### src/rtl/sound_pkg.sv
// Shared types and constants for the sound mixer: FSM encoding, channel count,
// datapath widths and the per-channel gated multiply.
package sound_pkg;

  typedef enum logic [1:0] {
    IDLE  = 2'd0,
    ACCUM = 2'd1,
    DONE  = 2'd2
  } state_e;

  localparam int NUM_CH   = 10;
  localparam int MIDPOINT = 128;
  localparam int ACC_W    = 16;
  localparam int IDX_W    = 4;

  // Offset-binary sample times unsigned gain; silent when gain or data is zero.
  function automatic logic signed [ACC_W-1:0] chan_term(input logic [7:0] data,
                                                         input logic [3:0] amp);
    logic signed [8:0]  s;
    logic signed [13:0] p;
    s = $signed({1'b0, data}) - $signed(9'(MIDPOINT));
    p = s * $signed({1'b0, amp});
    if (amp == 4'd0 || data == 8'h00) begin
      return '0;
    end
    return ACC_W'(p);
  endfunction

endpackage

### src/rtl/sound_pwm.sv
// Free-running 8-bit PWM: output is high while the counter is below the level.
module sound_pwm (
  input  logic       clk,
  input  logic       rst,
  input  logic [7:0] level,
  output logic       pwm_out
);

  logic [7:0] cnt_q;
  logic       pwm_q;

  always_ff @(posedge clk) begin
    if (!rst) begin
      cnt_q <= 8'd0;
      pwm_q <= 1'b0;
    end else begin
      cnt_q <= cnt_q + 8'd1;
      pwm_q <= (cnt_q < level);
    end
  end

  assign pwm_out = pwm_q;

endmodule

### src/rtl/sound_mixer.sv
// Ten-channel sample mixer: snapshots all channels on sample_tick, runs one
// signed MAC per clock, saturates to 8-bit offset-binary and drives a PWM pin.
// Handshake: sample_tick is accepted only in IDLE; a tick while busy is dropped
// and flagged on overrun for one cycle; sample_valid pulses once per accepted tick.
module sound_mixer
  import sound_pkg::*;
#(
  parameter int SHIFT = 3
) (
  input  logic       clk,
  input  logic       rst,
  input  logic       sample_tick,
  input  logic [7:0] bground,
  input  logic [3:0] bamp,
  input  logic [7:0] sfx0,
  input  logic [7:0] sfx1,
  input  logic [7:0] sfx2,
  input  logic [7:0] sfx3,
  input  logic [7:0] sfx4,
  input  logic [7:0] sfx5,
  input  logic [7:0] sfx6,
  input  logic [7:0] sfx7,
  input  logic [7:0] sfx8,
  input  logic [3:0] sfx_amp0,
  input  logic [3:0] sfx_amp1,
  input  logic [3:0] sfx_amp2,
  input  logic [3:0] sfx_amp3,
  input  logic [3:0] sfx_amp4,
  input  logic [3:0] sfx_amp5,
  input  logic [3:0] sfx_amp6,
  input  logic [3:0] sfx_amp7,
  input  logic [3:0] sfx_amp8,
  output logic [7:0] sample_out,
  output logic       sample_valid,
  output logic       busy,
  output logic       overrun,
  output logic       pwm_out
);

  state_e                  state_q, state_d;
  logic [IDX_W-1:0]        idx_q, idx_d;
  logic signed [ACC_W-1:0] acc_q, acc_d;
  logic [7:0]              sample_q, sample_d;
  logic                    valid_q, overrun_q;
  logic [7:0]              data_q [NUM_CH];
  logic [3:0]              amp_q  [NUM_CH];
  logic [7:0]              in_data [NUM_CH];
  logic [3:0]              in_amp  [NUM_CH];

  logic                    load;
  logic                    accum;
  logic                    finish;
  logic signed [ACC_W-1:0] cur_term;
  logic signed [ACC_W-1:0] shifted;
  logic [7:0]              sat;

  // Channel 0 is the background; 1..9 are the effect channels.
  assign in_data = '{bground, sfx0, sfx1, sfx2, sfx3, sfx4, sfx5, sfx6, sfx7, sfx8};
  assign in_amp  = '{bamp, sfx_amp0, sfx_amp1, sfx_amp2, sfx_amp3,
                     sfx_amp4, sfx_amp5, sfx_amp6, sfx_amp7, sfx_amp8};

  always_ff @(posedge clk) begin
    if (!rst) begin
      state_q   <= IDLE;
      idx_q     <= '0;
      acc_q     <= '0;
      sample_q  <= 8'(MIDPOINT);
      valid_q   <= 1'b0;
      overrun_q <= 1'b0;
      for (int i = 0; i < NUM_CH; i++) begin
        data_q[i] <= 8'h00;
        amp_q[i]  <= 4'h0;
      end
    end else begin
      state_q   <= state_d;
      idx_q     <= idx_d;
      acc_q     <= acc_d;
      sample_q  <= sample_d;
      valid_q   <= finish;
      overrun_q <= sample_tick && (state_q != IDLE);
      if (load) begin
        for (int i = 0; i < NUM_CH; i++) begin
          data_q[i] <= in_data[i];
          amp_q[i]  <= in_amp[i];
        end
      end
    end
  end

  always_comb begin
    state_d = state_q;
    case (state_q)
      IDLE:    if (sample_tick) state_d = ACCUM;
      ACCUM:   if (idx_q == IDX_W'(NUM_CH - 1)) state_d = DONE;
      DONE:    state_d = IDLE;
      default: state_d = IDLE;
    endcase
  end

  always_comb begin
    load   = (state_q == IDLE) && sample_tick;
    accum  = (state_q == ACCUM);
    finish = (state_q == DONE);
    busy   = (state_q != IDLE);
  end

  always_comb begin
    cur_term = chan_term(data_q[idx_q], amp_q[idx_q]);
    shifted  = acc_q >>> SHIFT;
    if (shifted > 16'sd127) begin
      sat = 8'hFF;
    end else if (shifted < -16'sd128) begin
      sat = 8'h00;
    end else begin
      sat = {~shifted[7], shifted[6:0]};
    end
  end

  always_comb begin
    idx_d    = idx_q;
    acc_d    = acc_q;
    sample_d = sample_q;
    if (load) begin
      idx_d = '0;
      acc_d = '0;
    end else if (accum) begin
      idx_d = idx_q + IDX_W'(1);
      acc_d = acc_q + cur_term;
    end else if (finish) begin
      sample_d = sat;
    end
  end

  assign sample_out   = sample_q;
  assign sample_valid = valid_q;
  assign overrun      = overrun_q;

  sound_pwm u_pwm (
    .clk     (clk),
    .rst     (rst),
    .level   (sample_q),
    .pwm_out (pwm_out)
  );

endmodule

### config.mk
export PLATFORM = sky130hd
export DESIGN_NAME = sound_mixer
export DESIGN_NICKNAME = d
export VERILOG_FILES = /design/src/rtl/sound_pkg.sv /design/src/rtl/sound_pwm.sv /design/src/rtl/sound_mixer.sv
export SDC_FILE = /design/constraint.sdc
export NUM_CORES = 1
export LEC_CHECK = 0
export CORE_UTILIZATION = 40
export DETAILED_ROUTE_END_ITERATION = 8
export GPL_ROUTABILITY_DRIVEN = 1
export PLACE_DENSITY = 0.65
export SYNTH_ARGS = -nofsm -noshare
export SYNTH_HDL_FRONTEND = slang
export SYNTH_SLANG_ARGS = --single-unit
export TNS_END_PERCENT = 10
### constraint.sdc
create_clock -name clk -period 14 [get_ports clk]
set_input_delay 2.1 -clock clk [delete_from_list [all_inputs] [get_ports clk]]
set_output_delay 2.1 -clock clk [all_outputs]
set_load 0.005 [all_outputs]
After elaboration in Yosys (flattened, before gate mapping)

Memory sizes are Yosys's and may differ from the RTL's. A register that Yosys moved wholly into a read port is not among the register bits.
Index checks and enable logic that the tools add are counted.

ROM bits: 0
Memories: 2
Memory bits (writable): 120
Register bits: 41
Bits in latches: 0
Output and inout port bits: 12

Muxes and demuxes: 36
Reduce and logical (&&, ||, !) cells: 10
Shifts and indexed selects: 0
Equal/unequal tests: 5
Multipliers: 1
Bitwise gates (word level): 24
Add/subtract/negate cells: 4
$lt $le $gt $ge: 3
Div/mod/pow operators: 0

Memories:

| memory | depth | width | read ports | clocked after Yosys merged registers in | wr ports | line              | text |
|---|---|---|---|---|---|---|---|
| data_q | 10    | 8     | 1          | 1                                       | 10       | sound_mixer.sv:45 | `logic [7:0] data_q [NUM_CH];` |
| amp_q  | 10    | 4     | 1          | 1                                       | 10       | sound_mixer.sv:46 | `logic [3:0] amp_q [NUM_CH];` |

Operators by type and width:

| kind                                                                   | count |
|---|---|
| 8-bit two-way mux                                                      | 12 |
| 4-bit two-way mux                                                      | 14 |
| 16-bit two-way mux                                                     | 2 |
| 1-bit bitwise OR                                                       | 20 |
| 16-bit adder                                                           | 1 |
| 9-bit by 5-bit multiplier with 14-bit output                           | 1 |
| 13-bit by 8-bit > comparator with 1-bit output (second input constant) | 1 |
| 13-bit by 8-bit < comparator with 1-bit output (second input constant) | 1 |
| 8-bit by 8-bit subtractor with 9-bit output (second input constant)    | 1 |
| 8-bit by 1-bit adder with 8-bit output (second input constant)         | 1 |
| 8-bit logical NOT                                                      | 1 |
| 8-bit < comparator                                                     | 1 |
| 1-bit two-way mux                                                      | 5 |
| 4-bit by 1-bit adder with 4-bit output (second input constant)         | 1 |
| 4-bit equality test (second input constant)                            | 1 |
| 4-bit logical NOT                                                      | 1 |
| 2-bit two-way mux                                                      | 2 |
| 1-bit NOT                                                              | 4 |
| 2-bit one-hot mux with 2 select lines                                  | 1 |
| 3-bit AND reduction                                                    | 1 |
| 2-bit by 1-bit equality test with 1-bit output (second input constant) | 1 |
| 2-bit equality test (second input constant)                            | 1 |
| 1-bit logical AND                                                      | 2 |
| 2-bit logical NOT                                                      | 1 |
| other kinds (6)                                                        | 6 |

Depth between registers and ports, before layout

Gate-level depths: netlist of the first run.

Word-level depth: 6
Gate-level depth with buffers: 30
Mapped depth without buffers: 27

By module

A second synthesis of the first run with hierarchy kept.

Cells, all modules: 806
Area total of the unflattened synthesis: 9193.8 um2

Modules (own cells, without submodules):

| module      | instances | cells an instance | area each (um2) |
|---|---|---|---|
| sound_mixer | 1         | 750               | 8694.6 |
| sound_pwm   | 1         | 56                | 499.2 |

Worst setup path before layout of the first run

OpenSTA, ideal clock, no wires.

Path type: register -> register
Start: reg with a tool-made name
End: reg acc_q[15]
Stages on the path, launching flop included: 29
Arrival: 6.322 ns
Slack: 7.610 ns
Path through: dfxtp_1 -> buf_6 -> buf_6 -> mux4_2 -> mux2_2 -> o21ai_2 -> nor2_1 -> ha_1 -> inv_1 -> fa_1 -> fa_1 -> inv_1 -> ha_1 -> a21o_1 -> a21oi_1 -> o21bai_1 -> a21oi_1 -> xnor2_1 -> and2_1 -> ha_1 -> a21o_1 -> a21oi_1 -> o211ai_1 -> a31o_2 -> a21oi_1 -> o21ai_0 -> xor2_1 -> or3_1 -> a21oi_2

RTL lines:

| element              | line              | text |
|---|---|---|
| end signal, assigned | sound_mixer.sv:66 | `acc_q <= '0;` |
| end signal, assigned | sound_mixer.sv:77 | `acc_q <= acc_d;` |
| end, declared        | sound_mixer.sv:42 | `logic signed [ACC_W-1:0] acc_q, acc_d;` |

==> impl_metrics.csv, run 1 <==
group,metric,value,unit
logic_synthesis,synth_edf_count,120,
logic_synthesis,ys_ff_latch,165,
setup_path,crit_slowest_cell,"mux4_2",
worst_hold_path,hold_path.class,"reg -> reg",
place,port_buffers,134,
power_and_ir_drop,powerDensity,124,nW/um^2
worst_hold_path,whs_endpoint,"acc_q[2]$_SDFFE_PP0P_",
sta,hold_ws,461,ps
route,wl_per_cell,14.4,microns
clock_tree,ctsResizeCount,0,
logic_synthesis,yosys-top-cells-area,"edfxtp_1, dfxtp_1, and2_1",
sta,slew_violations,0,
grt,grt.total_usage,15.8,%
run_status,status,"finished, final reports clean",
clock_tree,cts.sinks,165,
sta,post-route-period-util,51.1,%
logic_synthesis,yosysSeqAreaShare,49.1,%
clock_tree,htreeDepth,4,
logic_synthesis,syn_inst,805,
setup_path,setup.worst_path.class,"reg -> reg",
sta,fin_crit,7150,ps
finish,num-nets-final,1121,
setup_path,reg2regPathDepth,27,
finish,fin_cells,1227,
setup_path,critPathRequiredTime,14360,ps
route,drc,0,
setup_path,crit_family,"compound AO/OA/AOI/OAI gates",
place,dpl.cell_count,1195,
finish,fill_cells,1970,
floorplan,start_util,40.6,%
finish,insertedDiodeCount,0,
power_and_ir_drop,p_sw,0.421,mW
logic_synthesis,synth_area,9180,sq um
finish,drive_gt1_share,8.92,%
floorplan,core_area,22600,sq um
route,vias,5994,
sta,report.final.setup_viol,0,
grt,antenna_found_initial,0,
route,drt-met1-wl,8310,microns
clock_tree,cts_tree,"yes",
sta,finalHoldViolCount,0,
sta,clock_skew,14.6,ps
sta,rsz0062_at_grt,"false",
logic_synthesis,async_flop_share,0,%
finish,utilization,50.5,%
power_and_ir_drop,clkPwrFrac,34.3,%
clock_tree,clock_latency,440,ps
setup_path,cp-end-kind,"flip-flop",
sta,worstMarginPinSlew,1010,ps
setup_path,reg2reg_slack,6850,ps
grt,grt_first_pass_wirelength,29100,microns
logic_synthesis,synth_top_area_share,39.3,%
clock_tree,postCtsSetupRepairBufs,0,
logic_synthesis,synth_common_cells,"and2_1, edfxtp_1, inv_1",
place,hpwl,13300,microns
clock_tree,cts_hold_buf,0,
place,place.gp.congestion,0.857,
route,wirelength,17600,microns
power_and_ir_drop,ir_drop,0.0819,mV
route,viasPerCell,4.89,
finish,postLayoutCellArea,11400,sq um
logic_synthesis,ys_types,51,
grt,grt_overflow,0,
floorplan,io_pins,135,
logic_synthesis,yosysTopAreaCell,"edfxtp_1",
power_and_ir_drop,seqPwrFrac,40.8,%
setup_path,path_buf_inv,3,
power_and_ir_drop,pwr-share-comb,24.9,%
logic_synthesis,syn_area_per_cell,11.4,sq um
logic_synthesis,yosysMostFrequentCell,"and2_1",
floorplan,die_h,153,microns
finish,area_growth,24.2,%
clock_tree,clkTransAtPathRegs,80,ps
floorplan,dieArea,23500,sq um
sta,max_slew_margin,32.8,%
setup_path,slowest_delay,590,ps
logic_synthesis,synthFlopType,"edfxtp_1",
setup_path,path_max_fanout,38,
grt,grt_pass1_vias,5980,
place,placed_area,10800,sq um
route,drtIter0Drc,214,
setup_path,r2r-end,"acc_q[15]$_SDFFE_PP0P_",
flow_run,drv_cap,0,
route,final_antenna_net_count,0,
setup_path,arrival,7520,ps
sta,fmax,140,MHz
floorplan,die_w,153,microns
clock_tree,cts_root_buffer,"clkbuf_16",
setup_path,path_common_cell,"a21oi_1",
route,met2WireLength,8430,microns
route,routed.top_layer,"met4",
power_and_ir_drop,p_leak,4.53,nW
sta,setup_tns,0,ps
worst_hold_path,hold_depth,2,
route,met3WireLength,643,microns
logic_synthesis,syn-num-nets,997,
grt,grt_max_degree,121,
finish,seq_area,4510,sq um
clock_tree,cts_buffers,17,
floorplan,rows,55,
worst_hold_path,holdCritStartpoint,"acc_q[2]$_SDFFE_PP0P_",
finish,multi_input_area,4300,sq um
clock_tree,cts_max_path_buffers,2,
setup_path,critPathLaunchType,"flip-flop",
power_and_ir_drop,cell_internal_pwr,0.996,mW
route,drt_pass1_iterations,6,
logic_synthesis,yosysWarnings,0,
power_and_ir_drop,switching_share,29.7,%
## power by group through the flow
stage | registers (mW) | logic (mW) | clock network (mW)
finish | 0.578 | 0.354 | 0.486
global route | 0.582 | 0.400 | 0.513
CTS | 0.579 | 0.356 | 0.494
detailed placement | 0.590 | 0.354 | 0
global placement | 0.589 | 0.348 | 0
floorplan | 0.586 | 0.266 | 0
## per-layer routing
metal,track usage [%],vias to the layer above
met2,26.6,138
met3,3.23,18
met4,5.24,0
li1,-,3052
met5,0,-
met1,20.3,2786
## kinds of logic after synthesis
kind of cell	Yosys count	share of synthesized area, %
AND/OR/NAND/NOR	295	17.3
AO/OA/AOI/OAI	115	8.25
flip-flops	165	49.1
multiplexers	38	7.55
XOR/XNOR	28	2.67
buffers and inverters	95	4.17
adder cells (fa/ha/maj)	69	11.0
## worst reg2reg max path: stages, from the launching register on
cell and delay [ps]:
dfxtp_2 310, buf_4 510, mux4_2 630, mux2_2 290, o21ai_2 330, nor2_1 110
ha_1 290, inv_1 50, fa_1 500, fa_1 540, inv_1 40, ha_1 340
a21o_1 180, a21oi_1 220, o21bai_1 90, a21oi_1 220, xnor2_1 80, and2_1 150
ha_1 330, a21o_1 200, a21oi_1 270, o211ai_1 190, a31o_2 270, a21oi_1 200
o21ai_0 140, xor2_1 160, or3_1 330, a21oi_2 130
## per-stage QoR
step           setup WS, ps  total power [mW]
3_3_place_gp           6980             0.937
3_5_place_dp           6860             0.943
6_report               6850              1.42
2_1_floorplan          7610             0.852
5_1_grt                6290              1.50
4_1_cts                6820              1.43
## sequential cells by signal (all words and copies together) (netlist names), named ones only
| register | cells |
|---|---|
| idx_q | 4 |
| acc_q | 16 |
| u_pwm.cnt_q | 8 |
| data_q | 80 |
| overrun | 1 |
| amp_q | 40 |
| state_q | 2 |
| sample_valid | 1 |
| sample_out | 8 |
| u_pwm.pwm_out | 1 |
## layout by cell type (no fill, tap or decap), types with 11 or more instances in the layout
| cell type | count |
|---|---|
| a21oi_1 | 38 |
| and2_1 | 137 |
| clkbuf_16 | 17 |
| clkdlybuf4s50_1 | 134 |
| dfxtp_1 | 44 |
| edfxtp_1 | 120 |
| fa_1 | 19 |
| ha_1 | 50 |
| inv_1 | 60 |
| mux4_2 | 24 |
| nand2_1 | 51 |
| nor2_1 | 50 |
| o211ai_1 | 11 |
| o21ai_0 | 12 |
| xnor2_1 | 20 |
## how the worst max path moves through the flow
| stage | startpoint | to | slack, ps | cells after the start |
|---|---|---|---|---|
| after global routing | flip-flop | acc_q[15]$_SDFFE_PP0P_ | 6290 | 27 |
| after CTS | flip-flop | acc_q[15]$_SDFFE_PP0P_ | 6820 | 27 |
| after global placement | flip-flop | acc_q[15]$_SDFFE_PP0P_ | 6980 | 27 |
| final | flip-flop | acc_q[15]$_SDFFE_PP0P_ | 6850 | 27 |
| after floorplan | flip-flop | acc_q[15]$_SDFFE_PP0P_ | 7610 | 28 |
| after detailed placement | flip-flop | acc_q[15]$_SDFFE_PP0P_ | 6860 | 27 |
## final cells by class
cell class              count  area share [%]
clock buffers              17            3.73
flip-flops and latches    165            39.5
well taps                 285            3.13
inverters                  61            2.01
clock inverters            15            1.77
repair buffers            139            12.1
multi-input cells         545            37.7
Power figures use the tool's default switching activity.
==> run 2: changes to the inputs <==
- clock period: 14 -> 7.3 ns (I/O delays scaled with it)
==> run 2 against run 1 <==
  * Core utilization up 0.17 points
  * Clock-buffer cell count unchanged
  * Critical path depth unchanged
  * Power increased by 90%
  * Final cell count rose by 0.41%
  * Fmax up 3.6%
  * Register-to-register slack got worse by 6400 ps
  * Die area unchanged
  * Final area increased by 0.34%
  * Combinational power increased by 91%
  * Clock power grew 87%
  * Largest power group unchanged
==> impl_metrics.csv, run 2 (same netlist as run 1, synthesis figures left out) <==
group,metric,value,unit
route,wl_per_cell,14.7,microns
place,port_buffers,134,
sta,fin_crit,6900,ps
grt,grt_first_pass_wirelength,29600,microns
setup_path,path_common_cell,"a21oi_1",
finish,num-nets-final,1126,
setup_path,arrival,7250,ps
grt,grt.total_usage,16.1,%
finish,layout_commonest_cell,"and2_1",
clock_tree,cts.sinks,165,
setup_path,cp-end-kind,"flip-flop",
setup_path,crit_family,"compound AO/OA/AOI/OAI gates",
route,drc,0,
setup_path,slowest_delay,540,ps
clock_tree,cts_root_buffer,"clkbuf_16",
clock_tree,postCtsSetupRepairBufs,0,
power_and_ir_drop,finalPower,2.70,mW
grt,grt_max_degree,106,
floorplan,die_h,153,microns
sta,post-route-period-util,94.6,%
sta,fmax,145,MHz
finish,largest_register_ffs,80,
clock_tree,cts_tree,"yes",
floorplan,start_util,40.6,%
route,final_antenna_net_count,0,
finish,drive_gt1_share,9.40,%
power_and_ir_drop,p_leak,4.56,nW
sta,max_slew_margin,30.3,%
power_and_ir_drop,ir_drop,0.142,mV
clock_tree,cts_buffers,17,
sta,setup_tns,0,ps
route,drtIter0Drc,349,
setup_path,crit_slowest_cell,"fa_1",
place,preCtsSetupSlack,408,ps
finish,largest_register,"data_q",
setup_path,critPathLaunchType,"flip-flop",
finish,largestRegisters,"data_q: 80 flops, amp_q: 40 flops, acc_q: 16 flops",
finish,area_growth,24.7,%
sta,report.final.setup_viol,0,
clock_tree,ctsResizeCount,0,
clock_tree,cts_max_path_buffers,2,
flow_run,drv_cap,0,
clock_tree,cts_hold_buf,0,
floorplan,rows,55,
setup_path,critPathRequiredTime,7650,ps
power_and_ir_drop,powerDensity,236,nW/um^2
clock_tree,clock_latency,440,ps
run_status,status,"finished, final reports clean",
grt,grt_pass1_vias,6116,
floorplan,die_w,153,microns
finish,layout_common_cells,"and2_1, clkdlybuf4s50_1, edfxtp_1, inv_1, nand2_1",
worst_hold_path,hold_path.class,"reg -> reg",
setup_path,path_max_fanout,29,
sta,hold_ws,462,ps
setup_path,path_buf_inv,3,
grt,grt_overflow,0,
place,place.gp.congestion,0.836,
clock_tree,clkTransAtPathRegs,70,ps
finish,insertedDiodeCount,0,
route,vias,6107,
sta,worstMarginPinSlew,1050,ps
route,viasPerCell,4.96,
clock_tree,htreeDepth,4,
floorplan,dieArea,23500,sq um
route,wirelength,18100,microns
floorplan,io_pins,135,
setup_path,setup.worst_path.class,"reg -> reg",
sta,finalHoldViolCount,0,
sta,setup_slack,397,ps
sta,rsz0062_at_grt,"false",
sta,clock_skew,14.8,ps
grt,antenna_found_initial,0,
sta,slew_violations,0,
place,hpwl,13600,microns
route,drt_pass1_iterations,6,
floorplan,core_area,22600,sq um
finish,utilization,50.7,%
==> run 2: area by class of cell <==
cell class	count	area, sq um
inverters	61	229
clock buffers	17	425
fillers	2014	11100
repair buffers	144	1430
flip-flops and latches	165	4510
well taps	285	357
clock inverters	15	190
multi-input cells	545	4300
==> run 2: routing by layer <==
layer	track usage (%)	up-vias	routed length, microns
met5	0	-	0
met4	5.33	0	284
met3	4.22	23	946
met2	26.8	177	8660
met1	20.5	2846	8200
li1	-	3061	-
==> run 2: metrics by stage <==
step / cells / area (sq um)
finish: 1232 / 11400
global route: 1232 / 11400
CTS: 1232 / 11400
detailed placement: 1200 / 10800
global placement: 1200 / 10800
floorplan: 805 / 9180
==> run 2: final timing paths <==
path                         startpoint                     end  slack (ps)  cells past startpoint
setup reg to reg              flip-flop  acc_q[15]$_SDFFE_PP0P_         400                     27
setup / recovery              flip-flop  acc_q[15]$_SDFFE_PP0P_         400                     27
hold / removal    acc_q[2]$_SDFFE_PP0P_   acc_q[2]$_SDFFE_PP0P_         460                      2
hold reg to reg   acc_q[2]$_SDFFE_PP0P_   acc_q[2]$_SDFFE_PP0P_         460                      2
==> run 2: where the power goes <==
part	switching, mW	leakage, nW	internal, mW
Sequential	0.0285	1.67	1.08
Combinational	0.344	2.59	0.331
Clock	0.442	0.296	0.469
Total	0.814	4.56	1.88
==> run 2: tightest hold or removal path: stages, from the launching register on <==
cell and delay [ps]:
dfxtp_1 320, nand2_1 50, a21oi_1 50
